$ cat config.mk
export PLATFORM = sky130hd
export DESIGN_NAME = mc14500_seq
export DESIGN_NICKNAME = d
export VERILOG_FILES = /design/src/rtl/mc14500_seq.sv
export SDC_FILE = /design/constraint.sdc
export NUM_CORES = 2
export LEC_CHECK = 0
export CAP_MARGIN = 20
export CORE_ASPECT_RATIO = 0.75
export CORE_UTILIZATION = 57
export CTS_CLUSTER_DIAMETER = 100
export DETAILED_ROUTE_END_ITERATION = 12
export GPL_ROUTABILITY_DRIVEN = 0
export PLACE_DENSITY_LB_ADDON = 0.25
export SLEW_MARGIN = 20
export SYNTH_ARGS = -nofsm -noshare
export SYNTH_HDL_FRONTEND = slang
export SYNTH_SLANG_ARGS = --single-unit
$ cat constraint.sdc
create_clock -name clk -period 9.05 [get_ports clk]
set_input_delay 1.81 -clock clk [delete_from_list [all_inputs] [get_ports clk]]
set_output_delay 1.81 -clock clk [all_outputs]
set_load 0.02 [all_outputs]
$ cat src/rtl/mc14500_seq.sv
// rtl/mc14500_seq.sv - MC14500B-style 1-bit controller with program store, mapped I/O and FETCH/EXEC sequencer
// Optional return stack for JMP/RTN enabled by defining MC14500_STACK_EN.
module mc14500_seq #(
    parameter int ADDR        = 8,
    parameter int CODE        = 4,
    parameter int WORD        = ADDR + CODE,
    parameter int IO_CH       = 8,
    parameter int STACK_DEPTH = 4
) (
    input  logic             clk,
    input  logic             rst,
    input  logic             run,
    input  logic             program_write,
    input  logic [ADDR-1:0]  program_addr,
    input  logic [WORD-1:0]  program_cmd,
    input  logic [IO_CH-1:0] io_in,
    output logic [IO_CH-1:0] io_out,
    output logic [CODE-1:0]  opcode,
    output logic [ADDR-1:0]  pc,
    output logic             rr,
    output logic             flag_o,
    output logic             flag_f,
    output logic             jmp_flag,
    output logic             rtn_flag,
    output logic             running,
    output logic             stack_err
);
    localparam int DEPTH = 1 << ADDR;
    localparam logic [ADDR-1:0] A_RR = ADDR'(DEPTH - 1);
    localparam logic [ADDR-1:0] A_IO = ADDR'(DEPTH - 1 - IO_CH);

    localparam logic [CODE-1:0] OP_NOPO = CODE'(0);
    localparam logic [CODE-1:0] OP_LD   = CODE'(1);
    localparam logic [CODE-1:0] OP_LDC  = CODE'(2);
    localparam logic [CODE-1:0] OP_AND  = CODE'(3);
    localparam logic [CODE-1:0] OP_ANDC = CODE'(4);
    localparam logic [CODE-1:0] OP_OR   = CODE'(5);
    localparam logic [CODE-1:0] OP_ORC  = CODE'(6);
    localparam logic [CODE-1:0] OP_XNOR = CODE'(7);
    localparam logic [CODE-1:0] OP_STO  = CODE'(8);
    localparam logic [CODE-1:0] OP_STOC = CODE'(9);
    localparam logic [CODE-1:0] OP_IEN  = CODE'(10);
    localparam logic [CODE-1:0] OP_OEN  = CODE'(11);
    localparam logic [CODE-1:0] OP_JMP  = CODE'(12);
    localparam logic [CODE-1:0] OP_RTN  = CODE'(13);
    localparam logic [CODE-1:0] OP_SKZ  = CODE'(14);
    localparam logic [CODE-1:0] OP_NOPF = CODE'(15);

    if (IO_CH < 1 || IO_CH > DEPTH - 2 || STACK_DEPTH < 1) begin : g_bad_params
        $error("mc14500_seq: parameter out of range");
    end

    typedef enum logic [1:0] {
        S_STOP,
        S_FETCH,
        S_EXEC
    } state_t;

    state_t           r_state;
    state_t           w_state_next;

    logic [WORD-1:0]  r_prog [DEPTH];
    logic             r_ram  [DEPTH];
    logic [WORD-1:0]  r_ir;
    logic             r_d;
    logic [ADDR-1:0]  r_pc;
    logic             r_rr;
    logic             r_ien;
    logic             r_oen;
    logic             r_skip;
    logic [IO_CH-1:0] r_io;

    logic [WORD-1:0]  w_fetch_word;
    logic [ADDR-1:0]  w_fetch_addr;
    logic             w_fetch_d;
    logic [CODE-1:0]  w_op;
    logic [ADDR-1:0]  w_addr;
    logic             w_live;
    logic             w_start;
    logic             w_store;
    logic             w_wval;
    logic             w_ram_we;
    logic [ADDR-1:0]  w_pc_inc;
    logic [ADDR-1:0]  w_pc_next;
    logic             w_skip_next;

    always_ff @(posedge clk) begin
        if (!rst) begin
            r_state <= S_STOP;
        end else begin
            r_state <= w_state_next;
        end
    end

    always_comb begin
        w_state_next = r_state;
        case (r_state)
            S_STOP:  if (run) w_state_next = S_FETCH;
            S_FETCH: w_state_next = S_EXEC;
            S_EXEC:  w_state_next = run ? S_FETCH : S_STOP;
            default: w_state_next = S_STOP;
        endcase
    end

    // Operand is resolved through the data map at fetch time and gated by IEN.
    always_comb begin
        w_fetch_word = r_prog[r_pc];
        w_fetch_addr = w_fetch_word[ADDR-1:0];
        w_fetch_d    = r_ram[w_fetch_addr];
        if (w_fetch_addr == A_RR) begin
            w_fetch_d = r_rr;
        end
        for (int k = 0; k < IO_CH; k++) begin
            if (w_fetch_addr == A_IO + ADDR'(k)) begin
                w_fetch_d = io_in[k];
            end
        end
        w_fetch_d = w_fetch_d & r_ien;
    end

    assign w_op     = r_ir[WORD-1:ADDR];
    assign w_addr   = r_ir[ADDR-1:0];
    assign w_live   = (r_state == S_EXEC) && !r_skip;
    assign w_start  = (r_state == S_STOP) && run;
    assign w_store  = w_live && r_oen && ((w_op == OP_STO) || (w_op == OP_STOC));
    assign w_wval   = (w_op == OP_STO) ? r_rr : ~r_rr;
    assign w_ram_we = rst && w_store && (w_addr < A_IO);
    assign w_pc_inc = r_pc + ADDR'(1);

`ifdef MC14500_STACK_EN
    localparam int SPW = $clog2(STACK_DEPTH + 1);

    logic [ADDR-1:0]  r_stack [STACK_DEPTH];
    logic [SPW-1:0]   r_sp;
    logic             r_err;
    logic [ADDR-1:0]  w_top;
    logic             w_full;
    logic             w_empty;

    always_comb begin
        w_top = '0;
        for (int i = 0; i < STACK_DEPTH; i++) begin
            if (r_sp == SPW'(i + 1)) w_top = r_stack[i];
        end
    end

    assign w_full  = (r_sp == SPW'(STACK_DEPTH));
    assign w_empty = (r_sp == '0);

    // A push onto a full stack is dropped but the jump itself still happens.
    always_ff @(posedge clk) begin
        if (!rst) begin
            r_sp  <= '0;
            r_err <= 1'b0;
        end else if (w_start) begin
            r_sp <= '0;
        end else if (w_live && (w_op == OP_JMP)) begin
            if (w_full) begin
                r_err <= 1'b1;
            end else begin
                for (int i = 0; i < STACK_DEPTH; i++) begin
                    if (r_sp == SPW'(i)) r_stack[i] <= w_pc_inc;
                end
                r_sp <= r_sp + SPW'(1);
            end
        end else if (w_live && (w_op == OP_RTN)) begin
            if (w_empty) begin
                r_err <= 1'b1;
            end else begin
                r_sp <= r_sp - SPW'(1);
            end
        end
    end

    assign stack_err = r_err;
`else
    assign stack_err = 1'b0;
`endif

    always_comb begin
        w_pc_next   = w_pc_inc;
        w_skip_next = 1'b0;
        if (w_live) begin
            case (w_op)
                OP_SKZ: w_skip_next = ~r_rr;
                OP_JMP: w_pc_next = w_addr;
                OP_RTN: begin
`ifdef MC14500_STACK_EN
                    if (w_empty) begin
                        w_skip_next = 1'b1;
                    end else begin
                        w_pc_next = w_top;
                    end
`else
                    w_skip_next = 1'b1;
`endif
                end
                default: ;
            endcase
        end
    end

    always_ff @(posedge clk) begin
        if (!rst) begin
            r_pc   <= '0;
            r_rr   <= 1'b0;
            r_ien  <= 1'b1;
            r_oen  <= 1'b1;
            r_skip <= 1'b0;
            r_io   <= '0;
            r_ir   <= '0;
            r_d    <= 1'b0;
        end else if (w_start) begin
            r_pc   <= '0;
            r_rr   <= 1'b0;
            r_ien  <= 1'b1;
            r_oen  <= 1'b1;
            r_skip <= 1'b0;
        end else if (r_state == S_FETCH) begin
            r_ir <= w_fetch_word;
            r_d  <= w_fetch_d;
        end else if (r_state == S_EXEC) begin
            r_pc   <= w_pc_next;
            r_skip <= w_skip_next;
            if (w_live) begin
                case (w_op)
                    OP_LD:   r_rr  <= r_d;
                    OP_LDC:  r_rr  <= ~r_d;
                    OP_AND:  r_rr  <= r_rr & r_d;
                    OP_ANDC: r_rr  <= r_rr & ~r_d;
                    OP_OR:   r_rr  <= r_rr | r_d;
                    OP_ORC:  r_rr  <= r_rr | ~r_d;
                    OP_XNOR: r_rr  <= ~(r_rr ^ r_d);
                    OP_IEN:  r_ien <= r_d;
                    OP_OEN:  r_oen <= r_d;
                    default: ;
                endcase
            end
            if (w_store) begin
                for (int k = 0; k < IO_CH; k++) begin
                    if (w_addr == A_IO + ADDR'(k)) r_io[k] <= w_wval;
                end
            end
        end
    end

    always_ff @(posedge clk) begin
        if (w_ram_we) r_ram[w_addr] <= w_wval;
    end

    // Program store survives reset; loading is only accepted while stopped.
    always_ff @(posedge clk) begin
        if (rst && program_write && (r_state == S_STOP)) begin
            r_prog[program_addr] <= program_cmd;
        end
    end

    assign io_out   = r_io;
    assign opcode   = w_op;
    assign pc       = r_pc;
    assign rr       = r_rr;
    assign flag_o   = w_live && (w_op == OP_NOPO);
    assign flag_f   = w_live && (w_op == OP_NOPF);
    assign jmp_flag = w_live && (w_op == OP_JMP);
    assign rtn_flag = w_live && (w_op == OP_RTN);
    assign running  = (r_state != S_STOP);

endmodule
Word-level counts from Yosys, hierarchy flattened
Memory sizes are Yosys's and may differ from the RTL's. A register that Yosys moved wholly into a read port is not among the register bits.
Cells that the tools add are included.
Storage, ports and cells
  bits in latches: 0
  bits in read-only memories: 0
  RAM bits: 3328
  input bits: 32
  memories: 2
  register bits: 35
Memories
  r_prog: depth 256, width 12, read ports 1, clocked after memory_dff 1, wr ports 1, RTL line 62  | logic [WORD-1:0] r_prog [DEPTH];
  r_ram: depth 256, width 1, read ports 1, clocked after memory_dff 0, wr ports 1, RTL line 63  | logic r_ram [DEPTH];
Cells by class
  equality and inequality tests: 35
  multiply operators: 0
  reduce and logical (&&, ||, !) cells: 32
  add/sub/neg operators: 1
  magnitude comparators: 1
  muxes and demuxes: 24
  div/mod/pow operators: 0
  shifts and indexed selects: 0
  bitwise logic cells: 12
Operators with widths (number)
  equality test 8 bit, second input constant: 17
  AND reduction 5 bit: 8
  equality test 4 bit, second input constant: 8
  2-to-1 mux 8 bit: 4
  equality test 4 x 3 -> 1 bit, second input constant: 4
  2-to-1 mux 1 bit: 16
  logical AND 1 bit: 12
  AND reduction 4 bit: 3
  adder 8 x 1 -> 8 bit, second input constant: 1
  equality test 4 x 2 -> 1 bit, second input constant: 2
  less-than comparator 8 bit, second input constant: 1
  case mux 1 bit (7 select lines): 1
  nonzero test 7 bit: 1
  inverter 1 bit: 6
  case mux 2 bit (3 select lines): 1
  equality test 4 x 1 -> 1 bit, second input constant: 1
  logical NOT 4 bit: 1
  AND reduction 2 bit: 2
  AND 1 bit: 3
  equality test 2 x 1 -> 1 bit, second input constant: 1
  equality test 2 bit, second input constant: 1
  logical NOT 2 bit: 1
  2-to-1 mux 2 bit: 1
  inequality test 2 bit, second input constant: 1
  7 further kinds: 8

Logic depth before layout (Yosys ltp)
  depth after elaboration: 11
  mapped depth: 22
  mapped depth without buffers: 13

Worst setup path after synthesis
OpenSTA, ideal clock, no wires.
  kind: register -> register
  start point: reg r_ir[9]
  end point: mem r_ram[0], data pin
  buffers on the path: 1
  setup time: 1.562 ns
  cell stages (with the launch flop): 5
  path slack: -0.160 ns
  data arrival time: 7.648 ns
  cell sequence: dfxtp_1 -> clkbuf_1 -> nor3_1 -> nand2_1 -> xor2_1
Between the ends
  longest elaborated chain between the ends: 2
Ends and longest elaborated chain
  start: declaration: RTL line 64  | logic [WORD-1:0] r_ir;
  start signal: assignment: RTL line 220  | r_ir <= w_fetch_word;
  equality test 4 bit: RTL line 126  | assign w_wval = (w_op == OP_STO) ? r_rr : ~r_rr;
  2-to-1 mux 1 bit: RTL line 126
  via w_wval: RTL line 81  | logic w_wval;
  end: declaration: RTL line 63
The timed path passes the listed nets, and every way through them passes these cells.

==> results.cfg <==
[cts]
cts.hold.buffers_added = 0
cts_buffers = 312
h-tree-depth = 5
cts_buffer_depth = 4
cts.sinks = 3368
cts_resized = 0
postCtsSetupRepairBufs = 0
cts_tree = done
clk_pin_slew_ns = 0.06
worst_skew_pair.late_latency_ns = 0.87
clockRootBuffer = clkbuf_16

[placed_design]
hpwl_mm = 205
io_buffers = 57
dpl_cell_area_um2 = 137000
dp_slack_ns = 2.06

[power]
vdd_ir_drop_max_uv = 182
cellPowerDensity_nw_per_um2 = 211
switching_share_pct = 20.1
leakage_uw = 0.0440
seqPwrFrac_pct = 55.1
internal_power_uw = 24900
p_comb_share_pct = 2.5
p_clk_share_pct = 42.4
p_total_uw = 31100
power_switching_uw = 6250

[worst_setup_path]
cp_cell_sequence = buf_4 -> buf_4 -> mux4_1 -> mux2i_1 -> o221ai_1 -> o32a_2 -> and3_4 -> buf_4 -> mux2_2 -> o22ai_1 -> o21ai_0 -> a21oi_1 -> a211oi_2 -> nand4_1 -> a221oi_2
reg2reg_to = r_d$_SDFFE_PN0P_
crit_slowest_cell = dfxtp_4
worstPathArrival_ns = 7.81
cp_common_cell = buf_4
crit_path_start_kind = register
r2r_cells = 15
worstPathRequired_ns = 9.80
crit_fanout = 58
r2r_slack_ns = 1.99
cpPeakStageDelay_ns = 0.88
endpoint_kind = register
worstSetupPathType = reg2reg

[logic_synthesis]
synth_edf_count = 3325
netlist_instances = 6192
synthTopCellsByArea = edfxtp_1 76%, mux4_2 15%, nor2_1 1.6%
yosys_warnings = 0
synth_area_leader_cell = edfxtp_1
avgSynthCellArea_um2 = 21.3
ys.flop_type = edfxtp_1
netlist-cell-type-count = 90
synthArstFlopShare_pct = 0
synthesis.area_um2 = 132000
synth_top_area_share_pct = 75.6
yosysSeqAreaShare_pct = 76.2
ys_ff_latch = 3368

[detailed_routing]
vias = 67200
finalWirelength_mm = 343
dr.max_layer_used = met5
wl_per_cell_um = 34.9
met2WireLength_mm = 150
wl_met3_mm = 46.3
drt_iter0_drc = 10700
via_per_inst = 6.84
m1WireLength_mm = 134
dr.pass1.iters = 8
antenna_left = 0
drc = 0

[timing]
finalSetupViolCount = 0
max_slew_margin_pct = 3.54
period_minus_slack_ns = 7.06
max_freq_ghz = 0.142
finalClockSkew_ns = 0.0522
period_share_pct = 78.0
setup_slack_ns = 1.99
grt_setup_unrepaired = false
maxSlewViolCount = 0
tightest_slew_ns = 1.41
final.setup.tns_ns = 0
hold_violations = 0

[die]
std_cell_rows = 152
die_w_um = 558
num_io_pins = 59
initial_core_util_pct = 57.5
die_area_um2 = 234000
coreArea_um2 = 230000
die_h_um = 419

[final_layout]
final_common_cell = edfxtp_1
design_area_um2 = 147000
fin_nets = 6540
drive_gt1_share_pct = 28.3
syn_to_final_growth_pct = 11.6
layout_common_cells = 3325 x edfxtp_1, 885 x mux4_2, 491 x nor2_1

[grt]
grt_pass1_wl_mm = 483
grt_overflow = 0
first_global_vias = 64600
antenna_found_initial = 18
grt_max_degree = 262
grtUsageTotal_pct = 29.5

[min_path]
min_from = io_out[3]$_SDFFE_PN0P_
hold_depth = 2
worstHoldPathType = reg2reg
worstHoldEndpoint = io_out[3]$_SDFFE_PN0P_

[run]
drv_cap = 0

[outcome]
outcome = finished, final reports clean
==> per-stage QoR <==
| stage | util (%) | std cells | hold WS (ns) |
|---|---|---|---|
| global placement | 59.8 | 9268 | 0.465 |
| floorplan | - | 6198 | 0.440 |
| CTS | 64.2 | 9817 | 0.479 |
| detailed placement | 59.8 | 9268 | 0.471 |
| global route | 64.2 | 9822 | 0.510 |
| finish | 64.2 | 9824 | 0.479 |
==> power by group through the flow <==
stage               combinational, uW  sequential (uW)  clock, uW
floorplan                         377            17500          0
global placement                  750            17500          0
detailed placement                774            17500          0
CTS                               775            17200      13300
global route                      823            17100      13800
finish                            788            17200      13200
==> final cells by class <==
cell class              count  area (um^2)
clock inverters           185         1960
inverters                  19         71.3
multi-input cells        2440        29500
well taps                3080         3850
flip-flops and latches   3368       101000
diodes                      2         5.00
repair buffers            366         3210
clock buffers             364         8110
fillers                 14800        82100
==> worst max-delay path by stage <==
| stage | start | endpoint |
|---|---|---|
| after floorplan | r_ir[9]$_SDFFE_PN0P_ | r_ram[0]$_DFFE_PP_ |
| after global placement | register | r_d$_SDFFE_PN0P_ |
| after detailed placement | register | r_d$_SDFFE_PN0P_ |
| after CTS | register | r_d$_SDFFE_PN0P_ |
| after global routing | register | r_d$_SDFFE_PN0P_ |
| final | register | r_d$_SDFFE_PN0P_ |
==> layer usage <==
layer | global-route usage, % | up-vias
met5 | 0.415 | -
met4 | 9.61 | 8
met3 | 8.11 | 650
met2 | 41.7 | 4822
met1 | 44.8 | 35400
li1 | - | 26400
==> synth_stat cells, types with 7 or more instances <==
cell type / number
mux2_2: 129
nor3_1: 23
a22oi_1: 64
nor2_1: 570
edfxtp_1: 3325
and3_1: 11
nand2_1: 142
a21oi_1: 60
a31oi_1: 22
buf_2: 83
mux4_2: 885
o21ai_0: 37
a2111oi_0: 9
or2_2: 14
buf_6: 42
o22ai_1: 52
mux2i_1: 128
buf_1: 19
a211oi_1: 13
nor2b_1: 39
buf_4: 49
nand3_1: 71
inv_1: 18
dfxtp_1: 43
nand4_1: 16
nand2b_1: 11
o211ai_1: 14
o2111ai_1: 7
clkbuf_1: 170
==> worst max-delay path, delay by kind of cell, from the launching register on <==
family / cells / cell delay [ns]
buffers and inverters: 3 / 2.01
muxes: 3 / 0.82
DFF: 1 / 0.88
AOI/OAI and AO/OA: 7 / 2.05
and+or+nand+nor: 2 / 1.01
==> registers in the layout, indices dropped and copies added, names as in the netlist, named ones only <==
name / flops
pc: 8
r_ir: 12
io_out: 8
r_state: 2
rr: 1
r_oen: 1
r_ien: 1
r_prog: 3072
r_d: 1
r_ram: 253
r_skip: 1
==> logic make-up (layout without fill, tap and decap cells) <==
family,after synthesis,in the layout,synth area share (%)
AOI/OAI and AO/OA,350,350,1.84
and+or+nand+nor,934,934,3.03
other,1,9,0.00284
buffers and inverters,390,934,1.64
muxes,1145,1145,17.2
xor gates and xnor gates,3,3,0.0199
adders and majority gates,1,1,0.00947
DFF,3368,3368,76.2
No activity file was read; power rests on OpenSTA's default activity.
